### config.mk
export PLATFORM = sky130hd
export DESIGN_NAME = rom_scan_ctrl_flat
export DESIGN_NICKNAME = d
export VERILOG_FILES = /design/src/rtl/rom_scan_ctrl_if.sv /design/src/rtl/rom_scan_ctrl.sv /design/src/flat_wrapper.sv
export SDC_FILE = /design/constraint.sdc
export NUM_CORES = 1
export LEC_CHECK = 0
export ABC_AREA = 1
export BUFFER_PORTS_ARGS = -buffer_cell sky130_fd_sc_hd__buf_4
export CORE_MARGIN = 2
export CORE_UTILIZATION = 48
export DETAILED_ROUTE_END_ITERATION = 16
export PLACE_DENSITY = 0.81
export SLEW_MARGIN = 20
export SYNTH_ARGS = -nofsm -noshare
export SYNTH_HDL_FRONTEND = slang
export SYNTH_SLANG_ARGS = --single-unit
### constraint.sdc
create_clock -name clk -period 1.5 [get_ports clk]
set_clock_uncertainty 0.1 [all_clocks]
set_input_delay 0.3 -clock clk [delete_from_list [all_inputs] [get_ports clk]]
set_output_delay 0.3 -clock clk [all_outputs]
set_load 0.01 [all_outputs]
### src/rtl/rom_scan_ctrl_if.sv
// rtl/rom_scan_ctrl_if.sv - ROM read port and captured-word stream between rom_scan_ctrl and its neighbours
interface rom_scan_ctrl_if #(
    parameter int DEPTH = 8,
    parameter int DW    = 8
);
    localparam int IW = (DEPTH > 1) ? $clog2(DEPTH) : 1;

    logic             rom_en;
    logic [DEPTH-1:0] rom_addr;
    logic [DW-1:0]    rom_data;
    logic             out_valid;
    logic             out_ready;
    logic [DW-1:0]    out_data;
    logic [IW-1:0]    out_idx;

    modport master (
        output rom_en, rom_addr, out_valid, out_data, out_idx,
        input  rom_data, out_ready
    );

    modport slave (
        input  rom_en, rom_addr, out_valid, out_data, out_idx,
        output rom_data, out_ready
    );
endinterface

### src/rtl/rom_scan_ctrl.sv
// rtl/rom_scan_ctrl.sv - walks every one-hot ROM address, streams each word out and keeps a checksum
// Optional pattern checker enabled by defining ROM_CHECK_EN.
module rom_scan_ctrl #(
    parameter int DEPTH = 8,
    parameter int DW    = 8
) (
    input  logic          clk,
    input  logic          rst_n,
    input  logic          start,
    output logic          busy,
    output logic          done,
    output logic [DW-1:0] checksum,
    output logic          err,
    rom_scan_ctrl_if.master bus
);
    localparam int IW = (DEPTH > 1) ? $clog2(DEPTH) : 1;
    localparam logic [IW-1:0] LAST_IDX = IW'(DEPTH - 1);

    typedef enum logic [2:0] {
        S_IDLE,
        S_ISSUE,
        S_CAPT,
        S_HOLD,
        S_DONE
    } state_t;

    state_t           state, state_nxt;
    logic [IW-1:0]    idx, idx_nxt, idx_inc;
    logic             busy_nxt, done_nxt;
    logic             en_nxt, valid_nxt;
    logic [DEPTH-1:0] addr_nxt;
    logic [DW-1:0]    data_nxt, cks_nxt;
    logic [IW-1:0]    oidx_nxt;

    assign idx_inc = idx + IW'(1);

    // Every output is computed one cycle ahead here and registered below.
    always_comb begin
        state_nxt = state;
        idx_nxt   = idx;
        busy_nxt  = busy;
        done_nxt  = 1'b0;
        en_nxt    = bus.rom_en;
        addr_nxt  = bus.rom_addr;
        valid_nxt = bus.out_valid;
        data_nxt  = bus.out_data;
        oidx_nxt  = bus.out_idx;
        cks_nxt   = checksum;
        case (state)
            S_IDLE: begin
                busy_nxt = 1'b0;
                en_nxt   = 1'b0;
                addr_nxt = '0;
                if (start) begin
                    idx_nxt   = '0;
                    cks_nxt   = '0;
                    busy_nxt  = 1'b1;
                    en_nxt    = 1'b1;
                    addr_nxt  = DEPTH'(1);
                    state_nxt = S_ISSUE;
                end
            end
            S_ISSUE: state_nxt = S_CAPT;
            S_CAPT: begin
                data_nxt  = bus.rom_data;
                oidx_nxt  = idx;
                valid_nxt = 1'b1;
                en_nxt    = 1'b0;
                addr_nxt  = '0;
                state_nxt = S_HOLD;
            end
            S_HOLD: begin
                if (bus.out_valid && bus.out_ready) begin
                    valid_nxt = 1'b0;
                    cks_nxt   = checksum + bus.out_data;
                    if (idx == LAST_IDX) begin
                        done_nxt  = 1'b1;
                        state_nxt = S_DONE;
                    end else begin
                        idx_nxt   = idx_inc;
                        en_nxt    = 1'b1;
                        addr_nxt  = DEPTH'(1) << idx_inc;
                        state_nxt = S_ISSUE;
                    end
                end
            end
            S_DONE: begin
                busy_nxt  = 1'b0;
                state_nxt = S_IDLE;
            end
            default: state_nxt = S_IDLE;
        endcase
    end

    always_ff @(posedge clk or negedge rst_n) begin
        if (!rst_n) begin
            state         <= S_IDLE;
            idx           <= '0;
            busy          <= 1'b0;
            done          <= 1'b0;
            bus.rom_en    <= 1'b0;
            bus.rom_addr  <= '0;
            bus.out_valid <= 1'b0;
            bus.out_data  <= '0;
            bus.out_idx   <= '0;
            checksum      <= '0;
        end else begin
            state         <= state_nxt;
            idx           <= idx_nxt;
            busy          <= busy_nxt;
            done          <= done_nxt;
            bus.rom_en    <= en_nxt;
            bus.rom_addr  <= addr_nxt;
            bus.out_valid <= valid_nxt;
            bus.out_data  <= data_nxt;
            bus.out_idx   <= oidx_nxt;
            checksum      <= cks_nxt;
        end
    end

`ifdef ROM_CHECK_EN
    // Reference word for entry idx is the nibble (idx+1) repeated: 0x11, 0x22, ...
    logic [3:0]    nib;
    logic [DW-1:0] ref_pat;
    logic          err_q, err_nxt;

    assign nib     = 4'(idx) + 4'd1;
    assign ref_pat = DW'({nib, nib});

    always_comb begin
        err_nxt = err_q;
        if (state == S_IDLE && start)
            err_nxt = 1'b0;
        else if (state == S_CAPT && bus.rom_data != ref_pat)
            err_nxt = 1'b1;
    end

    always_ff @(posedge clk or negedge rst_n) begin
        if (!rst_n)
            err_q <= 1'b0;
        else
            err_q <= err_nxt;
    end

    assign err = err_q;
`else
    assign err = 1'b0;
`endif
endmodule

### src/flat_wrapper.sv
// flat-port wrapper written by rule: the top's interface ports become plain ports
module rom_scan_ctrl_flat 
#(
    parameter int DEPTH = 8,
    parameter int DW    = 8
)
  (clk, rst_n, start, busy, done, checksum, err, bus_rom_en, bus_rom_addr, bus_out_valid, bus_out_data, bus_out_idx, bus_rom_data, bus_out_ready);
  rom_scan_ctrl_if #(.DEPTH(DEPTH), .DW(DW)) bus_i ();
  input  logic clk;
  input  logic rst_n;
  input  logic start;
  output logic busy;
  output logic done;
  output logic [DW-1:0] checksum;
  output logic err;
  output wire logic [$bits(bus_i.rom_en)-1:0] bus_rom_en;
  output wire logic [$bits(bus_i.rom_addr)-1:0] bus_rom_addr;
  output wire logic [$bits(bus_i.out_valid)-1:0] bus_out_valid;
  output wire logic [$bits(bus_i.out_data)-1:0] bus_out_data;
  output wire logic [$bits(bus_i.out_idx)-1:0] bus_out_idx;
  input wire logic [$bits(bus_i.rom_data)-1:0] bus_rom_data;
  input wire logic [$bits(bus_i.out_ready)-1:0] bus_out_ready;
  assign bus_rom_en = bus_i.rom_en;
  assign bus_rom_addr = bus_i.rom_addr;
  assign bus_out_valid = bus_i.out_valid;
  assign bus_out_data = bus_i.out_data;
  assign bus_out_idx = bus_i.out_idx;
  assign bus_i.rom_data = bus_rom_data;
  assign bus_i.out_ready = bus_out_ready;
  rom_scan_ctrl #(.DEPTH(DEPTH), .DW(DW)) u_core (.clk(clk), .rst_n(rst_n), .start(start), .busy(busy), .done(done), .checksum(checksum), .err(err), .bus(bus_i));
endmodule
==> results.json <==
{
  "status": "finished with violations",
  "violations": "setup timing",
  "grt_pass1_wl_mm": 6.76,
  "regArea_sq_um": 927,
  "fmax_mhz": 612,
  "critPathMaxFanout": 3,
  "num-fill-cells": 273,
  "die_h_microns": 66.9,
  "top_level_ports": 44,
  "synth_xor_area_share_pct": 0.461,
  "antenna_found_initial": 0,
  "clkSinkCount": 37,
  "wire_per_inst_microns": 14.3,
  "avgSynthCellArea_sq_um": 9.09,
  "drt-initial-drc-count": 100,
  "yosysWarnings": 0,
  "maxSlewViolCount": 0,
  "min_delay_path_depth": 2,
  "drt_first_pass_iters": 4,
  "die_area_sq_um": 4480,
  "portBuffers": 42,
  "synth_compound_area_share_pct": 6.06,
  "synth_top_family_by_area": "simple AND/OR/NAND/NOR gates",
  "cp-start-kind": "register",
  "rsz0062_at_grt": "yes",
  "grt_usage_pct": 20.5,
  "worst_ep_arrival_time_ns": 1.77,
  "synthCells": 209,
  "rows": 22,
  "dp.cells": 313,
  "path_class": "register to register",
  "multi_input_area_sq_um": 1020,
  "design.core.area_sq_um": 3740,
  "synth_fa_ha_area_share_pct": 9.61,
  "layout_common_cells": "63 x buf_4, 57 x nand2_1, 36 x dfrtp_1",
  "cts_tree": "yes",
  "grt_max_degree": 38,
  "postPlaceCellArea_sq_um": 2400,
  "yosysUniqueCellTypes": 27,
  "gp_congestion": 0.821,
  "fin_area_sq_um": 2720,
  "p_per_area_nw_per_um2": 2400,
  "rrSetupSlack_ns": -0.13,
  "area.growth.synth_to_final_pct": 43.2,
  "htreeDepth": 2,
  "dp_hpwl_mm": 2.86,
  "synth-simple-area-share_pct": 22.9,
  "tns_ns": -0.363,
  "route.detailed.drc": 0,
  "start_util_pct": 50.8,
  "synth_seq_cells": 37,
  "end_kind": "register",
  "fin_util_pct": 72.7,
  "required_ns": 1.64,
  "layout.cells.non_filler": 328,
  "reg2regPathDepth": 9,
  "min_path_type": "input port to register",
  "drtAntennaViolNets": 0,
  "finalSetupViolations": 7,
  "drive_above_1_share_pct": 42.1,
  "dr_total_vias": 1651,
  "numCtsBuffers": 5,
  "p_leak_nw": 1.46,
  "root_buffer": "clkbuf_8",
  "dieWidth_microns": 66.9,
  "syn-num-nets": 235,
  "clk_latency_ns": 0.30,
  "final_common_cell": "buf_4",
  "seq_area_frac_synth_pct": 48.7,
  "path_clk_slew_ns": 0.07,
  "setup_ws_ns": -0.135,
  "post-route-period-util_pct": 109,
  "grt_pass1_vias": 1563,
  "diodes": 0,
  "min_period_ns": 1.63,
  "drv_cap": 0,
  "peakVddDrop_mv": 1.01,
  "avgViaCountPerCell": 5.03,
  "final-hold-violation-count": 0,
  "fin_nets": 305,
  "syn_area_sq_um": 1900,
  "synthMuxAreaShare_pct": 5.33,
  "clk_path_buf_depth": 2,
  "grt-ovfl-total": 0,
  "wl_mm": 4.68
}
logic make-up (layout without fill, tap and decap cells):
| family | after synthesis | after routing |
|---|---|---|
| and+or+nand+nor | 98 | 98 |
| muxes | 8 | 8 |
| AOI/OAI and AO/OA | 20 | 20 |
| buffers and inverters | 30 | 101 |
| other | 1 | 1 |
| adders and majority gates | 14 | 14 |
| DFF | 37 | 37 |
| xor gates and xnor gates | 1 | 1 |
synthesized netlist by cell type, drive strengths merged:
cell	count	area [sq um]
nand2	64	248
a32oi	1	8.76
nor2	11	66.3
clkinv	1	5.00
fa	1	20.0
conb	1	3.75
nand3	20	100
xor2	1	8.76
buf	2	18.8
dfrtp	37	926
ha	13	163
nand3b	2	15.0
a22o	2	17.5
mux2	8	101
inv	27	104
a21oi	6	33.8
or2	1	6.26
o21ai	11	55.1
flip-flops by register name, indices dropped and copies added, names as in the netlist:
name and cells:
u_core.bus.out_idx 3, u_core.bus.rom_addr 8, u_core.checksum 8, u_core.state 3
u_core.bus.out_valid 1, u_core.done 1, u_core.bus.out_data 8, u_core.idx 3
u_core.busy 1, u_core.bus.rom_en 1
critical path: stages, from the launching register on:
cell,delay [ns]
dfrtp_1,0.39
ha_2,0.21
fa_2,0.39
nand2_4,0.09
nand3_4,0.08
nand3_2,0.07
nand2_1,0.05
nand2_1,0.06
nand3_1,0.07
nand2_1,0.07
power by group:
group	total, mW	leakage [nW]	internal, mW	switching, mW
registers	1.76	0.466	1.41	0.348
clock network	0.771	0.0542	0.415	0.356
logic	4.00	0.938	1.93	2.07
cell type report:
class                   instances  area share [%]
well taps                      48            2.21
clock inverters                 1           0.184
inverters                      28            4.09
multi-input cells             142            37.4
clock buffers                   7            3.54
flip-flops and latches         37            34.1
repair buffers                 65            18.5
through the flow:
stage	total power [mW]	hold WS [ns]	setup slack, ns
floorplan	3.70	-0.0956	-0.0794
global placement	4.85	0.184	-0.0565
detailed placement	4.95	0.187	-0.0904
CTS	5.88	0.128	-0.0970
global route	7.04	0.134	-0.210
finish	6.53	0.132	-0.135
per-layer routing:
metal | vias up | track usage (%) | routed length, microns
met4 | 0 | 10.7 | 107
met3 | 11 | 3.55 | 267
li1 | 807 | - | -
met2 | 53 | 32.8 | 2370
met5 | - | 0 | 0
met1 | 780 | 26.6 | 1940
final timing paths:
check,from,end
min in group asynchronous,rst_n,u_core.bus.rom_addr[2]
max in group asynchronous,rst_n,u_core.state[0]
setup / recovery,u_core.bus.out_data[0],u_core.checksum[6]
setup reg to reg,u_core.bus.out_data[0],u_core.checksum[6]
hold reg to reg,u_core.bus.rom_addr[3],u_core.bus.rom_addr[3]
hold / removal,bus_rom_data[0],u_core.bus.out_data[0]
what timing repair did:
| action | 4_1_cts | 5_1_grt |
|---|---|---|
| setup endpoints to repair | 11 | 29 |
| buffers inserted | 2 | 4 |
| gates resized for setup | 3 | 25 |
| hold buffers | 1 | 0 |
| pin swaps | 2 | 14 |
| endpoints found under the hold margin | 37 | 0 |
| gates cloned | 0 | 0 |
(Power assumes the default switching activity.)
